==> src/rtl/adc_trig_gate.sv <==
// Trigger and capture-length gate for one RF-ADC stream lane.
// Waits for a trigger after arm, then forwards exactly cap_beats beats with tlast on the final one.
//
// state    | meaning
// ---------+------------------------------------------------------------
// IDLE     | no capture in progress, input samples are discarded
// ARMED    | waiting for the trigger condition on a valid input beat
// CAPTURE  | forwarding beats until the tlast beat has been handed off
// DONE     | capture complete, waiting for the next arm or an abort
module adc_trig_gate #(
    parameter int DATA_WIDTH   = 128,
    parameter int SAMPLE_WIDTH = 16,
    parameter int CNT_WIDTH    = 32
) (
    input  logic                    rf_clk,
    input  logic                    rf_rst,
    input  logic [DATA_WIDTH-1:0]   s_axis_tdata,
    input  logic                    s_axis_tvalid,
    output logic                    s_axis_tready,
    output logic [DATA_WIDTH-1:0]   m_axis_tdata,
    output logic                    m_axis_tvalid,
    input  logic                    m_axis_tready,
    output logic                    m_axis_tlast,
    input  logic                    arm,
    input  logic                    abort,
    input  logic [1:0]              trig_mode,
    input  logic [SAMPLE_WIDTH-1:0] trig_level,
    input  logic                    ext_trig,
    input  logic [CNT_WIDTH-1:0]    cap_beats,
    output logic [1:0]              state,
    output logic                    done,
    output logic                    overflow,
    output logic [CNT_WIDTH-1:0]    beat_cnt
);

    localparam int N = DATA_WIDTH / SAMPLE_WIDTH;

    typedef enum logic [1:0] {
        ST_IDLE    = 2'd0,
        ST_ARMED   = 2'd1,
        ST_CAPTURE = 2'd2,
        ST_DONE    = 2'd3
    } state_t;

    state_t                          r_state;
    logic [CNT_WIDTH-1:0]            r_cap_beats;
    logic [1:0]                      r_mode;
    logic signed [SAMPLE_WIDTH-1:0]  r_level;
    logic signed [SAMPLE_WIDTH-1:0]  r_prev;
    logic [DATA_WIDTH-1:0]           r_tdata;
    logic                            r_tvalid;
    logic                            r_tlast;
    logic                            r_done;
    logic                            r_overflow;
    logic [CNT_WIDTH-1:0]            r_beat_cnt;

    // w_samp[0] is the newest sample of the previous beat, w_samp[i+1] is sample i of this beat
    logic signed [SAMPLE_WIDTH-1:0]  w_samp [0:N];
    logic                            w_level_hit;
    logic                            w_trig;
    logic                            w_free;
    logic                            w_last_hs;

    always_comb begin
        w_samp[0] = r_prev;
        for (int i = 0; i < N; i++) begin
            w_samp[i+1] = s_axis_tdata[i*SAMPLE_WIDTH +: SAMPLE_WIDTH];
        end
    end

    always_comb begin
        w_level_hit = 1'b0;
        for (int i = 0; i < N; i++) begin
            if ((w_samp[i] < r_level) && (r_level <= w_samp[i+1])) begin
                w_level_hit = 1'b1;
            end
        end
    end

    always_comb begin
        case (r_mode)
            2'd1:    w_trig = w_level_hit;
            2'd2:    w_trig = ext_trig;
            default: w_trig = 1'b1;
        endcase
    end

    assign w_free    = !r_tvalid || m_axis_tready;
    assign w_last_hs = r_tvalid && r_tlast && m_axis_tready;

    always_ff @(posedge rf_clk or posedge rf_rst) begin
        if (rf_rst) begin
            r_state     <= ST_IDLE;
            r_cap_beats <= '0;
            r_mode      <= 2'd0;
            r_level     <= '0;
            r_prev      <= {1'b1, {(SAMPLE_WIDTH-1){1'b0}}};
            r_tdata     <= '0;
            r_tvalid    <= 1'b0;
            r_tlast     <= 1'b0;
            r_done      <= 1'b0;
            r_overflow  <= 1'b0;
            r_beat_cnt  <= '0;
        end else begin
            if (s_axis_tvalid) begin
                r_prev <= w_samp[N];
            end
            // Drain the output register; a load below overrides this
            if (r_tvalid && m_axis_tready) begin
                r_tvalid <= 1'b0;
                r_tlast  <= 1'b0;
            end

            if (abort) begin
                r_state  <= ST_IDLE;
                r_tvalid <= 1'b0;
                r_tlast  <= 1'b0;
                r_done   <= 1'b0;
            end else begin
                case (r_state)
                    ST_IDLE, ST_DONE: begin
                        if (arm && (cap_beats != '0)) begin
                            r_cap_beats <= cap_beats;
                            r_mode      <= trig_mode;
                            r_level     <= trig_level;
                            r_overflow  <= 1'b0;
                            r_beat_cnt  <= '0;
                            r_done      <= 1'b0;
                            r_state     <= ST_ARMED;
                        end
                    end
                    ST_ARMED: begin
                        // A single-beat capture waits here for its tlast handoff
                        if (r_tlast) begin
                            if (w_last_hs) begin
                                r_state <= ST_DONE;
                                r_done  <= 1'b1;
                            end
                        end else if (s_axis_tvalid && w_trig) begin
                            r_tdata    <= s_axis_tdata;
                            r_tvalid   <= 1'b1;
                            r_beat_cnt <= CNT_WIDTH'(1);
                            if (r_cap_beats == CNT_WIDTH'(1)) begin
                                r_tlast <= 1'b1;
                            end else begin
                                r_state <= ST_CAPTURE;
                            end
                        end
                    end
                    ST_CAPTURE: begin
                        if (r_tlast) begin
                            if (w_last_hs) begin
                                r_state <= ST_DONE;
                                r_done  <= 1'b1;
                            end
                        end else if (s_axis_tvalid) begin
                            if (w_free) begin
                                r_tdata    <= s_axis_tdata;
                                r_tvalid   <= 1'b1;
                                r_tlast    <= (r_beat_cnt == (r_cap_beats - CNT_WIDTH'(1)));
                                r_beat_cnt <= r_beat_cnt + CNT_WIDTH'(1);
                            end else begin
                                r_overflow <= 1'b1;
                            end
                        end
                    end
                    default: r_state <= ST_IDLE;
                endcase
            end
        end
    end

    assign s_axis_tready = 1'b1;
    assign m_axis_tdata  = r_tdata;
    assign m_axis_tvalid = r_tvalid;
    assign m_axis_tlast  = r_tlast;
    assign state         = r_state;
    assign done          = r_done;
    assign overflow      = r_overflow;
    assign beat_cnt      = r_beat_cnt;

endmodule

==> config.mk <==
export PLATFORM = sky130hd
export DESIGN_NAME = adc_trig_gate
export DESIGN_NICKNAME = d
export VERILOG_FILES = /design/src/rtl/adc_trig_gate.sv
export SDC_FILE = /design/constraint.sdc
export NUM_CORES = 1
export LEC_CHECK = 0
export ABC_AREA = 1
export BUFFER_PORTS_ARGS = -buffer_cell sky130_fd_sc_hd__buf_4
export CELL_PAD_IN_SITES_DETAIL_PLACEMENT = 1
export CELL_PAD_IN_SITES_GLOBAL_PLACEMENT = 1
export CORE_ASPECT_RATIO = 0.75
export CORE_UTILIZATION = 38
export CTS_BUF_LIST = sky130_fd_sc_hd__clkbuf_2
export DETAILED_ROUTE_END_ITERATION = 8
export GPL_TIMING_DRIVEN = 0
export PLACE_DENSITY = 0.79
export SYNTH_ARGS = -nofsm -noshare
export SYNTH_HDL_FRONTEND = slang
export SYNTH_SLANG_ARGS = --single-unit
==> constraint.sdc <==
create_clock -name rf_clk -period 8.2 [get_ports rf_clk]
set_clock_uncertainty 0.1 [all_clocks]
set_input_delay 0.82 -clock rf_clk [delete_from_list [all_inputs] [get_ports rf_clk]]
set_output_delay 0.82 -clock rf_clk [all_outputs]
set_load 0.1 [all_outputs]
==> results.cfg <==
[status]
status = completed

[logic_synthesis]
synthFlopType = dfrtp_1
synth_enable_flop_cells = 0
synth_top_family_by_area = simple AND/OR/NAND/NOR gates
yosysSeqAreaShare = 0.3857
yosysUniqueCellTypes = 37
yosys.area_share.simple = 0.2992
syn_area_um2 = 15060
syn_avg_cell_area_um2 = 7.490
synthAdderAreaFrac = 0.1255
syn_nets = 2346
synth_xor_xnor_area_share = 0.04014
synth_mux_area_frac = 0.006731
synth_compound_area_frac = 0.07405
synth_seq_cells = 232
netlist_instances = 2010
yosysWarnings = 0
ys_async_sr_fraction = 1.000

[setup_path]
worstSetupStartpointType = flop
cp_cell_sequence = inv_1, ha_1, a21oi_1, o21ai_0, a21oi_1, nand2_1, nand2_1, nand3_1, nand2_1, nand2_1, nor2_1, nand2_1, nand2_1, nand2_1, nand2_2, nand2_4, nand2_2, clkbuf_1, o21ai_0
setup.worst_path.end_class = flop
r2r-start = r_level[11]
cpMaxStageDelayCell = inv_1
crit_cells = 19
path_delay_family = simple AND/OR/NAND/NOR gates
worstSetupPathType = flop to flop
crit_fanout = 10
r2r_setup_slack_ns = 3.97
crit_top_cell = nand2_1
cp_num_buf_inv = 2
worstPathRequired_ns = 8.93
r2r_cells = 19
r2r_end = m_axis_tdata[96]
arrival_ns = 4.96
slowest_delay_ns = 0.55

[grt]
grt_pass1_wl_mm = 104.0
track_usage = 0.3387
top_usage_layer = met2
overflow = 0
met3_usage = 0.05988
grt_antenna_before_repair = 13
grt_pass1_vias = 17970
grt_max_degree = 119
grt_util_met1 = 0.4490
use_met2 = 0.5316

[floorplan]
coreArea_um2 = 38630
die_w_um = 231.8
die_h_um = 174.4
start_util = 0.3897
design.die.area_um2 = 40430
rows = 62
io_pins = 352

[clock_network]
clk_path_buf_depth = 3
numCtsBuffers = 66
postCtsSetupBuffers = 0
cts_tree = yes
cts_root_buf = clkbuf_2
htreeDepth = 3
clk_pin_slew_ns = 0.12
clk_latency_ns = 0.99
clock_sinks = 232

[placed_design]
dp.final_hpwl_mm = 48.46
numPortBuffers = 350
place_ws_ns = 4.190
gp_congestion = 0.9569
dp.cells = 2873

[sta]
relSlewSlack = 0.1598
fin_ws_ns = 3.970
fmax_mhz = 236.4
worst_pin_slew_ns = 1.260
min_period_ns = 4.230
rsz0062_at_grt = false
finalSetupTns_ns = 0
post-route-period-util = 0.5158
finalHoldViolCount = 0
setup_viol = 0
finalMaxSlewViolations = 0

[detailed_routing]
drc_errors = 0
vias_per_cell = 5.365
antenna_left = 0
wirelength_mm = 67.83
first_iter_violations = 1049
wire_per_inst_um = 21.55
vias = 16890
drtPass1Iterations = 5

[cells_and_area]
drive_gt1_frac = 0.1902
layout_common_cells = 680 x nand2_1, 351 x buf_4, 231 x dfrtp_1, 173 x nand3_1, 170 x inv_1
nNetsFinal = 2914
fin_util = 0.5303
final_common_cell = nand2_1
synthToLayoutAreaGrowth_pct = 36.08
final_cells = 3148

[worst_hold_path]
hold_path_end = m_axis_tdata[111]
holdPathStages = 3
hold_class = input pin to flop
hp-start = s_axis_tdata[111]

[pwr]
p_leak_nw = 10.62
peakVddDrop_mv = 0.2857
p_per_area_nw_per_um2 = 426.2

[job]
drv_cap = 0
==> how the worst max path moves through the flow <==
stage                            end   startpoint
finish              m_axis_tdata[96]  r_level[11]
global route        m_axis_tdata[96]  r_level[11]
CTS                 m_axis_tdata[80]  r_level[15]
detailed placement   m_axis_tdata[8]     state[0]
global placement     m_axis_tdata[5]       rf_rst
floorplan                beat_cnt[0]       rf_rst
==> synthesized netlist by cell type (2+ instances only) <==
cell type  instances  area share
a21o_1             5      0.0025
a21oi_1           68       0.023
and3_1             5      0.0021
buf_1              5      0.0012
buf_2             14      0.0047
buf_6             11      0.0082
clkbuf_1          44       0.011
dfrtp_1          231        0.38
ha_1             151        0.13
inv_1            171       0.043
mux2_2             9      0.0067
nand2_1          680        0.17
nand2_2            3      0.0012
nand3_1          173       0.058
nand3b_1           4      0.0020
nand4_1           29       0.012
nor2_1           142       0.035
nor3_1            24      0.0080
nor4_1            19      0.0079
o211ai_1           2      0.0010
o21a_1             4      0.0020
o21ai_0          129       0.043
o21ai_1            3      0.0010
o21bai_1           3      0.0015
or2_2              2     0.00083
xnor2_1           20       0.012
xor2_1            49       0.029
==> flip-flops by register name, indices dropped and copies added, names as in the netlist <==
signal	count
r_cap_beats	32
m_axis_tvalid	1
r_level	16
done	1
m_axis_tlast	1
r_mode	2
m_axis_tdata	128
state	2
r_prev	16
beat_cnt	32
overflow	1
==> per-stage QoR <==
stage                     power [W]  cell area (um^2)  hold slack, ns
after floorplan            0.005985             15060          0.3570
after global placement     0.007414             18320          0.3560
after detailed placement   0.007610             18360          0.3592
after CTS                  0.008596             20440        0.001161
after global routing       0.009220             20490       -0.002071
final                      0.008733             20490         0.05079
==> per-layer routing <==
metal | share of wire | vias up
met3 | 0.054 | 209
li1 | - | 7740
met4 | 0.049 | 2
met2 | 0.45 | 633
met5 | 0.00019 | -
met1 | 0.45 | 8304
==> power by group <==
part	total (W)	switching, W	leakage (nW)	internal, W
logic	0.00586	0.00447	7.22	0.00139
clock network	0.000926	0.000553	0.460	0.000372
registers	0.00195	0.000371	2.93	0.00158
==> logic make-up (layout without fill, tap and decap cells) <==
| logic type | Yosys count | in the layout |
|---|---|---|
| simple gates | 1086 | 1086 |
| buf+inv | 247 | 861 |
| flops | 232 | 232 |
| compound gates | 215 | 215 |
| fa+ha+maj | 151 | 151 |
| xor+xnor | 69 | 69 |
| mux | 9 | 9 |
| other cells | 1 | 13 |
==> worst reg2reg max path: cells and delay by family, from the launching register on <==
kind            cells  cell delay (ns)
compound gates      4             0.84
flops               1             0.40
buf+inv             2             1.04
fa+ha+maj           1             0.41
simple gates       12             1.30
==> layout make-up <==
cell class | count | area [um^2]
fillers | 4918 | 18140
multi-input cells | 1531 | 8218
flip-flops and latches | 232 | 5807
repair buffers | 500 | 4146
inverters | 172 | 653.1
well taps | 512 | 640.6
clock buffers | 95 | 475.5
plain buffers | 75 | 385.4
clock inverters | 19 | 132.6
diodes | 12 | 30.03
==> timing repair <==
action	4_1_cts	5_1_grt
resized for setup	0	0
hold buffers	147	2
setup endpoints to repair	0	0
endpoints found under the hold margin	257	2
Note: power is estimated with default switching activity, not from simulation.
